$ cat src/rtl/cpu_bus_responder_pkg.sv
// -----------------------------------------------------------------------------
// cpu_bus_responder_pkg
// Shared definitions for the CPU bus responder and its register bank:
//   - bus width constants matching the CPU's 32-bit address/data bus
//   - register index constants for the fixed part of the register map
//   - default ID register contents
//   - responder FSM state encoding
//   - helper that classifies read-only register indices
// -----------------------------------------------------------------------------
package cpu_bus_responder_pkg;

    localparam int CPU_ADDR_W = 32;
    localparam int CPU_DATA_W = 32;

    // Word index field is addr[5:2]: a 64-byte window of 32-bit registers.
    localparam int IDX_W = 4;

    localparam logic [IDX_W-1:0] REG_ID   = 4'd0;
    localparam logic [IDX_W-1:0] REG_CNT  = 4'd1;
    localparam logic [IDX_W-1:0] REG_CTRL = 4'd2;

    localparam logic [CPU_DATA_W-1:0] ID_VALUE_DEFAULT = 32'h6583_2001;

    typedef enum logic [1:0] {
        ST_IDLE = 2'd0,
        ST_WAIT = 2'd1,
        ST_RESP = 2'd2,
        ST_HOLD = 2'd3
    } bus_state_e;

    function automatic logic is_read_only(input logic [IDX_W-1:0] idx);
        return (idx == REG_ID) || (idx == REG_CNT);
    endfunction

endpackage

$ cat src/rtl/cpu_bus_responder_regbank.sv
// -----------------------------------------------------------------------------
// cpu_bus_regbank
// Local register bank of the CPU bus responder.
//   clk_i    : clock
//   rst_ni   : asynchronous active-low reset
//   idx_i    : word index of the register being accessed
//   we_i     : write strobe (ignored for read-only registers)
//   wdata_i  : full-word write data
//   rdata_o  : combinational read data for idx_i
//   ctrl_o   : live contents of the control register (index 2)
// Register 0 returns the ID constant, register 1 is a free-running cycle
// counter, all other registers are read/write storage.
// -----------------------------------------------------------------------------
module cpu_bus_regbank
    import cpu_bus_responder_pkg::*;
#(
    parameter int                DATA_W    = CPU_DATA_W,
    parameter int                REG_COUNT = 16,
    parameter logic [DATA_W-1:0] ID_VALUE  = ID_VALUE_DEFAULT,
    parameter logic [DATA_W-1:0] CNT_INIT  = '0
) (
    input  logic              clk_i,
    input  logic              rst_ni,
    input  logic [IDX_W-1:0]  idx_i,
    input  logic              we_i,
    input  logic [DATA_W-1:0] wdata_i,
    output logic [DATA_W-1:0] rdata_o,
    output logic [DATA_W-1:0] ctrl_o
);

    logic [DATA_W-1:0] cnt_q;
    logic [DATA_W-1:0] cnt_d;
    logic [DATA_W-1:0] regs_q [REG_COUNT];

    // Counter runs every clock regardless of bus activity and wraps naturally.
    assign cnt_d = cnt_q + DATA_W'(1);

    always_ff @(posedge clk_i or negedge rst_ni) begin
        if (!rst_ni) begin
            cnt_q <= CNT_INIT;
        end else begin
            cnt_q <= cnt_d;
        end
    end

    always_ff @(posedge clk_i or negedge rst_ni) begin
        if (!rst_ni) begin
            for (int k = 0; k < REG_COUNT; k++) begin
                regs_q[k] <= '0;
            end
        end else if (we_i && !is_read_only(idx_i)) begin
            regs_q[idx_i] <= wdata_i;
        end
    end

    always_comb begin
        rdata_o = regs_q[idx_i];
        if (idx_i == REG_ID) begin
            rdata_o = ID_VALUE;
        end else if (idx_i == REG_CNT) begin
            rdata_o = cnt_q;
        end
    end

    assign ctrl_o = regs_q[REG_CTRL];

endmodule

$ cat src/rtl/cpu_bus_responder.sv
// -----------------------------------------------------------------------------
// cpu_bus_responder
// Memory-mapped responder on the CPU data bus with programmable wait states
// and a four-phase ready handshake.
//   i_cpu_clk        : clock shared with the CPU
//   i_rst_n          : asynchronous active-low reset
//   i_bus_clk        : request strobe, held high for the whole transaction
//   i_bus_we         : 1 = write, 0 = read
//   i_bus_addr       : byte address (bits [1:0] are don't-care)
//   i_bus_data       : write data
//   o_bus_data       : read data, valid while o_bus_data_ready is high
//   o_bus_data_ready : completion flag
//   o_bus_err        : access missed the window or wrote a read-only register
//   o_ctrl           : live contents of register 2
// -----------------------------------------------------------------------------
module cpu_bus_responder
    import cpu_bus_responder_pkg::*;
#(
    parameter int                ADDR_W      = CPU_ADDR_W,
    parameter int                DATA_W      = CPU_DATA_W,
    parameter logic [ADDR_W-1:0] BASE_ADDR   = 'h0000_FF00,
    parameter int                REG_COUNT   = 16,
    parameter int                WAIT_STATES = 2,
    parameter logic [DATA_W-1:0] ID_VALUE    = ID_VALUE_DEFAULT,
    parameter logic [DATA_W-1:0] CNT_INIT    = '0
) (
    input  logic              i_cpu_clk,
    input  logic              i_rst_n,
    input  logic              i_bus_clk,
    input  logic              i_bus_we,
    input  logic [ADDR_W-1:0] i_bus_addr,
    input  logic [DATA_W-1:0] i_bus_data,
    output logic [DATA_W-1:0] o_bus_data,
    output logic              o_bus_data_ready,
    output logic              o_bus_err,
    output logic [DATA_W-1:0] o_ctrl
);

    bus_state_e        state_q, state_d;
    logic [3:0]        wcnt_q, wcnt_d;
    logic              armed_q, armed_d;
    logic              we_q, we_d;
    logic              hit_q, hit_d;
    logic [IDX_W-1:0]  idx_q, idx_d;
    logic [DATA_W-1:0] wdata_q, wdata_d;
    logic              rdy_q, rdy_d;
    logic              err_q, err_d;
    logic [DATA_W-1:0] rdata_q, rdata_d;

    logic              hit_live;
    logic [IDX_W-1:0]  idx_live;
    logic              from_idle;
    logic              txn_we, txn_hit;
    logic [IDX_W-1:0]  txn_idx;
    logic [DATA_W-1:0] txn_wdata;
    logic              commit;
    logic [DATA_W-1:0] rb_rdata;
    logic              unused_addr_bits;

    assign idx_live = i_bus_addr[5:2];
    assign hit_live = (i_bus_addr[ADDR_W-1:6] == BASE_ADDR[ADDR_W-1:6])
                   && (int'(idx_live) < REG_COUNT);

    // Byte-lane bits carry no meaning: accesses are full-word only.
    assign unused_addr_bits = ^i_bus_addr[1:0];

    // With zero wait states the response is committed on the capture edge,
    // so the live bus values stand in for the not-yet-loaded capture regs.
    assign from_idle = (state_q == ST_IDLE);
    assign txn_we    = from_idle ? i_bus_we   : we_q;
    assign txn_hit   = from_idle ? hit_live   : hit_q;
    assign txn_idx   = from_idle ? idx_live   : idx_q;
    assign txn_wdata = from_idle ? i_bus_data : wdata_q;

    cpu_bus_regbank #(
        .DATA_W    (DATA_W),
        .REG_COUNT (REG_COUNT),
        .ID_VALUE  (ID_VALUE),
        .CNT_INIT  (CNT_INIT)
    ) u_regbank (
        .clk_i   (i_cpu_clk),
        .rst_ni  (i_rst_n),
        .idx_i   (txn_idx),
        .we_i    (commit && txn_we && txn_hit),
        .wdata_i (txn_wdata),
        .rdata_o (rb_rdata),
        .ctrl_o  (o_ctrl)
    );

    always_comb begin
        state_d = state_q;
        wcnt_d  = wcnt_q;
        armed_d = armed_q;
        we_d    = we_q;
        hit_d   = hit_q;
        idx_d   = idx_q;
        wdata_d = wdata_q;
        rdy_d   = rdy_q;
        err_d   = err_q;
        rdata_d = rdata_q;
        commit  = 1'b0;

        // A strobe that is still high after a completed transaction or a
        // reset must be seen low once before it can start a new request.
        if (!i_bus_clk) begin
            armed_d = 1'b1;
        end

        case (state_q)
            ST_IDLE: begin
                if (i_bus_clk && armed_q && !rdy_q) begin
                    armed_d = 1'b0;
                    we_d    = i_bus_we;
                    hit_d   = hit_live;
                    idx_d   = idx_live;
                    wdata_d = i_bus_data;
                    wcnt_d  = 4'(WAIT_STATES);
                    if (WAIT_STATES == 0) begin
                        state_d = ST_RESP;
                        commit  = 1'b1;
                    end else begin
                        state_d = ST_WAIT;
                    end
                end
            end
            ST_WAIT: begin
                if (!i_bus_clk) begin
                    state_d = ST_IDLE;
                end else if (wcnt_q == 4'd1) begin
                    state_d = ST_RESP;
                    commit  = 1'b1;
                end else begin
                    wcnt_d = wcnt_q - 4'd1;
                end
            end
            ST_RESP: begin
                state_d = ST_HOLD;
            end
            ST_HOLD: begin
                if (!i_bus_clk) begin
                    rdy_d   = 1'b0;
                    err_d   = 1'b0;
                    state_d = ST_IDLE;
                end
            end
            default: state_d = ST_IDLE;
        endcase

        // Response outputs are registered on the edge entering RESP so they
        // are already valid during the RESP cycle.
        if (commit) begin
            rdy_d = 1'b1;
            err_d = !txn_hit || (txn_we && is_read_only(txn_idx));
            if (!txn_we) begin
                rdata_d = txn_hit ? rb_rdata : '0;
            end
        end
    end

    always_ff @(posedge i_cpu_clk or negedge i_rst_n) begin
        if (!i_rst_n) begin
            state_q <= ST_IDLE;
            wcnt_q  <= '0;
            armed_q <= 1'b0;
            we_q    <= 1'b0;
            hit_q   <= 1'b0;
            idx_q   <= '0;
            wdata_q <= '0;
            rdy_q   <= 1'b0;
            err_q   <= 1'b0;
            rdata_q <= '0;
        end else begin
            state_q <= state_d;
            wcnt_q  <= wcnt_d;
            armed_q <= armed_d;
            we_q    <= we_d;
            hit_q   <= hit_d;
            idx_q   <= idx_d;
            wdata_q <= wdata_d;
            rdy_q   <= rdy_d;
            err_q   <= err_d;
            rdata_q <= rdata_d;
        end
    end

    assign o_bus_data       = rdata_q;
    assign o_bus_data_ready = rdy_q;
    assign o_bus_err        = err_q;

endmodule
$ cat config.mk
export PLATFORM = sky130hd
export DESIGN_NAME = cpu_bus_responder
export DESIGN_NICKNAME = d
export VERILOG_FILES = /design/src/rtl/cpu_bus_responder_pkg.sv /design/src/rtl/cpu_bus_responder_regbank.sv /design/src/rtl/cpu_bus_responder.sv
export SDC_FILE = /design/constraint.sdc
export NUM_CORES = 1
export LEC_CHECK = 0
export ABC_AREA = 1
export CORE_MARGIN = 10
export CORE_UTILIZATION = 45
export DETAILED_ROUTE_END_ITERATION = 10
export PLACE_DENSITY_LB_ADDON = 0.12
export SYNTH_ARGS = -nofsm -noshare
export SYNTH_HDL_FRONTEND = slang
export SYNTH_SLANG_ARGS = --single-unit
$ cat constraint.sdc
create_clock -name i_cpu_clk -period 2.55 [get_ports i_cpu_clk]
set_input_delay 0.3825 -clock i_cpu_clk [delete_from_list [all_inputs] [get_ports i_cpu_clk]]
set_output_delay 0.3825 -clock i_cpu_clk [all_outputs]
set_load 0.01 [all_outputs]
==> flow_summary.html <==
<table>
<tr><th>Metric</th><th>Value</th></tr>
<tr><th colspan="2">Critical path</th></tr>
<tr><td>Startpoint class of the critical path</td><td>flip-flop</td></tr>
<tr><td>Data arrival time at the worst-slack endpoint</td><td>2.98 ns</td></tr>
<tr><td>Largest fanout on the critical path</td><td>16</td></tr>
<tr><td>Required time of the critical path</td><td>3.06 ns</td></tr>
<tr><td>Critical setup path kind</td><td>flip-flop to flip-flop</td></tr>
<tr><td>Critical path endpoint category</td><td>flip-flop</td></tr>
<tr><th colspan="2">Yosys</th></tr>
<tr><td>Most instantiated flip-flop cell in the synthesis netlist</td><td>sky130_fd_sc_hd__dfrtp_1</td></tr>
<tr><td>Net Count, Synth</td><td>4331</td></tr>
<tr><td>Cells taking the most area after synthesis</td><td>sky130_fd_sc_hd__dfrtp_1, sky130_fd_sc_hd__nand2_1, sky130_fd_sc_hd__nand3_1</td></tr>
<tr><td>Yosys cell types</td><td>35</td></tr>
<tr><td>Post-synthesis share of cell area spent on and, or, nand and nor gates</td><td>35.7%</td></tr>
<tr><td>Multiplexer share of the synthesized area</td><td>0%</td></tr>
<tr><td>Top cell type's share of synthesized area</td><td>50.1%</td></tr>
<tr><td>Post-synthesis instance area</td><td>31100 um^2</td></tr>
<tr><td>Post-synthesis sequential element count</td><td>623</td></tr>
<tr><td>Proportion of synthesized flip-flops having asynchronous set or reset</td><td>100%</td></tr>
<tr><td>Synthesized area per cell</td><td>7.30 um^2</td></tr>
<tr><td>Synthesized-area fraction occupied by xor and xnor cells</td><td>0.788%</td></tr>
<tr><td>Yosys warns</td><td>0</td></tr>
<tr><td>Library cell with the largest summed area after synthesis</td><td>sky130_fd_sc_hd__dfrtp_1</td></tr>
<tr><td>Area share of fa/ha/maj cells after synthesis</td><td>0.121%</td></tr>
<tr><td>Synthesized instance count</td><td>4260</td></tr>
<tr><td>Compound-Gate Fraction of Synth Area</td><td>4.77%</td></tr>
<tr><td>Combinational family with the most area after synthesis</td><td>simple AND/OR/NAND/NOR gates</td></tr>
<tr><td>Number of synthesized flops with an enable pin</td><td>0</td></tr>
<tr><td>Sequential fraction of the synthesis area</td><td>50.1%</td></tr>
<tr><th colspan="2">STA</th></tr>
<tr><td>Post-Route Hold Slack</td><td>0.309 ns</td></tr>
<tr><td>Final period utilization</td><td>96.9%</td></tr>
<tr><td>Worst Tran Pin Value</td><td>1.03 ns</td></tr>
<tr><td>Number of pins exceeding their max-slew limit in the final report</td><td>0</td></tr>
<tr><td>Setup repair after global routing missed its margin</td><td>yes</td></tr>
<tr><td>Final-report hold violation count</td><td>0</td></tr>
<tr><td>Final number of setup-violating endpoints</td><td>0</td></tr>
<tr><td>Worst-case headroom to the max-slew limit</td><td>31.7%</td></tr>
<tr><td>Minimum clock period</td><td>2.47 ns</td></tr>
<tr><td>Clock Skews</td><td>0.0242 ns</td></tr>
<tr><td>Highest Clock Rate</td><td>0.405 GHz</td></tr>
<tr><th colspan="2">Drt</th></tr>
<tr><td>Total detailed-routing wirelength</td><td>108 mm</td></tr>
<tr><td>Average routed wire per standard cell</td><td>20.0 um</td></tr>
<tr><td>Drt pass-1 iters</td><td>6</td></tr>
<tr><td>Routed Antenna Nets</td><td>0</td></tr>
<tr><td>Vias per cell</td><td>5.29</td></tr>
<tr><td>DR DRC count</td><td>0</td></tr>
<tr><td>First DRT Iteration DRCs</td><td>2728</td></tr>
<tr><td>Via total after detailed routing</td><td>28500</td></tr>
<tr><th colspan="2">Clocking</th></tr>
<tr><td>Clock transition at path regs</td><td>0.06 ns</td></tr>
<tr><td>Number of buffers created by CTS</td><td>71</td></tr>
<tr><td>CTS tree</td><td>done</td></tr>
<tr><td>Insertion delay of the later-clocked pin in the worst-skew pair</td><td>0.63 ns</td></tr>
<tr><td>Sinks on the clock net</td><td>623</td></tr>
<tr><td>Max H-tree Level</td><td>3</td></tr>
<tr><td>Number of buffers between clock root and the deepest sink</td><td>3</td></tr>
<tr><td>Buffer cell driving the clock tree root</td><td>sky130_fd_sc_hd__clkbuf_16</td></tr>
<tr><th colspan="2">Floorplan</th></tr>
<tr><td>Initial cell density of the core</td><td>45.4%</td></tr>
<tr><td>Die footprint</td><td>80100 um^2</td></tr>
<tr><td>Core outline area</td><td>68600 um^2</td></tr>
<tr><td>Die width</td><td>283 um</td></tr>
<tr><td>I/O pin total</td><td>134</td></tr>
<tr><td>Vertical die dimension</td><td>283 um</td></tr>
<tr><td>Num rows</td><td>96</td></tr>
<tr><th colspan="2">Finish</th></tr>
<tr><td>Final cell area excluding filler cells</td><td>38000 um^2</td></tr>
<tr><td>Count of placed standard cells in the final layout, fillers left out</td><td>5388</td></tr>
<tr><td>Final-layout fill cell count</td><td>6473</td></tr>
<tr><td>Area overhead of the layout relative to synthesis</td><td>22.1%</td></tr>
<tr><td>Most used cells in the layout excluding fill and tap cells</td><td>sky130_fd_sc_hd__nand2_1, sky130_fd_sc_hd__dfrtp_1, sky130_fd_sc_hd__nand3_1</td></tr>
<tr><td>Leading cell type in the layout, fill and taps excluded</td><td>sky130_fd_sc_hd__nand2_1</td></tr>
<tr><td>Fraction of layout instances using a drive strength above 1</td><td>11.4%</td></tr>
<tr><td>Post-route core utilization</td><td>55.4%</td></tr>
<tr><td>Final Net Count</td><td>4480</td></tr>
<tr><td># diodes</td><td>0</td></tr>
<tr><th colspan="2">Place</th></tr>
<tr><td>Final GP Congestion</td><td>0.901</td></tr>
<tr><td>Half-perimeter wire length of the detailed placement result</td><td>71.5 mm</td></tr>
<tr><td>Total of buffers placed on input and output ports</td><td>131</td></tr>
<tr><td>Cell area reported after detailed placement</td><td>35300 um^2</td></tr>
<tr><td>Number of cells after detailed placement</td><td>5255</td></tr>
<tr><th colspan="2">Power and ir drop</th></tr>
<tr><td>Power per cell area</td><td>1050 nW/um^2</td></tr>
<tr><td>Peak supply drop</td><td>0.583 mV</td></tr>
<tr><td>Static leakage</td><td>20.6 nW</td></tr>
<tr><th colspan="2">GRT</th></tr>
<tr><td>Total GRT Usage</td><td>25.9%</td></tr>
<tr><td>Total grt overflow</td><td>0</td></tr>
<tr><td>Antenna violations before repair</td><td>0</td></tr>
<tr><td>Number of global-route vias before repair</td><td>26900</td></tr>
<tr><td>Global-route wire length before repair</td><td>164 mm</td></tr>
<tr><td>Maximum number of pins on one net before global-route repair</td><td>72</td></tr>
<tr><th colspan="2">Status</th></tr>
<tr><td>Result of the run</td><td>completed</td></tr>
<tr><th colspan="2">Flow run</th></tr>
<tr><td>Maximum Capacitance Violations</td><td>0</td></tr>
<tr><th colspan="2">Worst hold path</th></tr>
<tr><td>Hold Crit Class</td><td>input pin to asynchronous set/reset pin</td></tr>
</table>
## cells by family after synthesis
family          Yosys count
simple gates           2707
buf+inv                 609
fa+ha+maj                 3
flops                   623
compound gates          290
xor+xnor                 28
## worst max-delay path, stage by stage (launching register included)
cell                      delay [ns]
sky130_fd_sc_hd__dfrtp_1        0.40
sky130_fd_sc_hd__buf_4          0.16
sky130_fd_sc_hd__inv_2          0.09
sky130_fd_sc_hd__nand2_4        0.10
sky130_fd_sc_hd__nand2_8        0.13
sky130_fd_sc_hd__nand2_8        0.15
sky130_fd_sc_hd__buf_12         0.20
sky130_fd_sc_hd__buf_4          0.19
sky130_fd_sc_hd__nand2_1        0.07
sky130_fd_sc_hd__nand2_1        0.07
sky130_fd_sc_hd__nand2_1        0.06
sky130_fd_sc_hd__nand2_1        0.05
sky130_fd_sc_hd__nand2_1        0.05
sky130_fd_sc_hd__nand2_1        0.11
sky130_fd_sc_hd__o21ai_1        0.29
sky130_fd_sc_hd__nand2_1        0.10
sky130_fd_sc_hd__nand2_1        0.07
sky130_fd_sc_hd__nand2_1        0.05
## per-layer routing
layer	up-vias	GRT usage (%)	part of all wire, %
met5	-	0	0
met4	0	8.62	3.1
met3	180	4.91	7.6
met2	1065	40.8	46
met1	13700	35.5	44
li1	13600	-	-
## sequential cells by signal (all words and copies together), names as in the netlist, 4 cells and up, named ones only
register          cells
o_bus_data           32
wcnt_q                4
idx_q                 4
u_regbank.cnt_q      32
u_regbank.ctrl_o     32
wdata_q              32
u_regbank.regs_q    480
## Yosys cell counts (all sizes together) (3+ instances only)
| library cell | number |
|---|---|
| a21oi | 11 |
| and3 | 3 |
| buf | 195 |
| clkbuf | 199 |
| dfrtp | 623 |
| ha | 3 |
| inv | 214 |
| nand2 | 1867 |
| nand3 | 558 |
| nand4 | 23 |
| nor2 | 231 |
| nor3 | 20 |
| o21ai | 274 |
| xnor2 | 8 |
| xor2 | 20 |
## power breakdown
part	internal (mW)	switching, mW
clock	5.82	4.23
sequential	10.2	0.197
combinational	6.26	13.3
## per-stage QoR
stage | setup WS, ns | total power [mW] | setup TNS, ns
detailed placement | -0.194 | 28.9 | -31.66
global placement | -0.181 | 28.9 | -27.73
CTS | 0.0250 | 39.2 | 0
global route | -0.0213 | 42.1 | -0.0881
finish | 0.0803 | 40.1 | 0
floorplan | 0.471 | 19.9 | 0
## layout make-up
type | instances | area, um^2 | share of cell area [%]
Clock inverter | 16 | 186 | 0.491
Tap cell | 931 | 1160 | 3.07
Multi-Input combinational cell | 3029 | 13100 | 34.5
Clock buffer | 105 | 2060 | 5.43
Timing Repair Buffer | 469 | 5080 | 13.4
Inverter | 215 | 812 | 2.14
Sequential cell | 623 | 15600 | 41.0
## path summary, 6_finish.rpt
check | start | end | slack (ns) | cells after the start
worst max-delay path | state_q[0] | o_bus_data[17] | 0.08 | 17
worst max register to register | state_q[0] | o_bus_data[17] | 0.08 | 17
worst min register to register | u_regbank.regs_q[502] | u_regbank.regs_q[502] | 0.37 | 0
max in group asynchronous | i_rst_n | u_regbank.regs_q[336] | 1.33 | 4
worst min-delay path | i_rst_n | u_regbank.regs_q[344] | 0.31 | 2
min in group i_cpu_clk | i_bus_data[3] | wdata_q[3] | 0.33 | 3
## what timing repair did
action,in CTS,in global routing
pin swaps,1,8
resized for setup,7,43
setup endpoints to repair,217,307
gates cloned,0,6
hold buffers,1,0
buffers inserted,1,5
hold endpoints to repair,40,0
No activity file was read; power rests on OpenSTA's default activity.
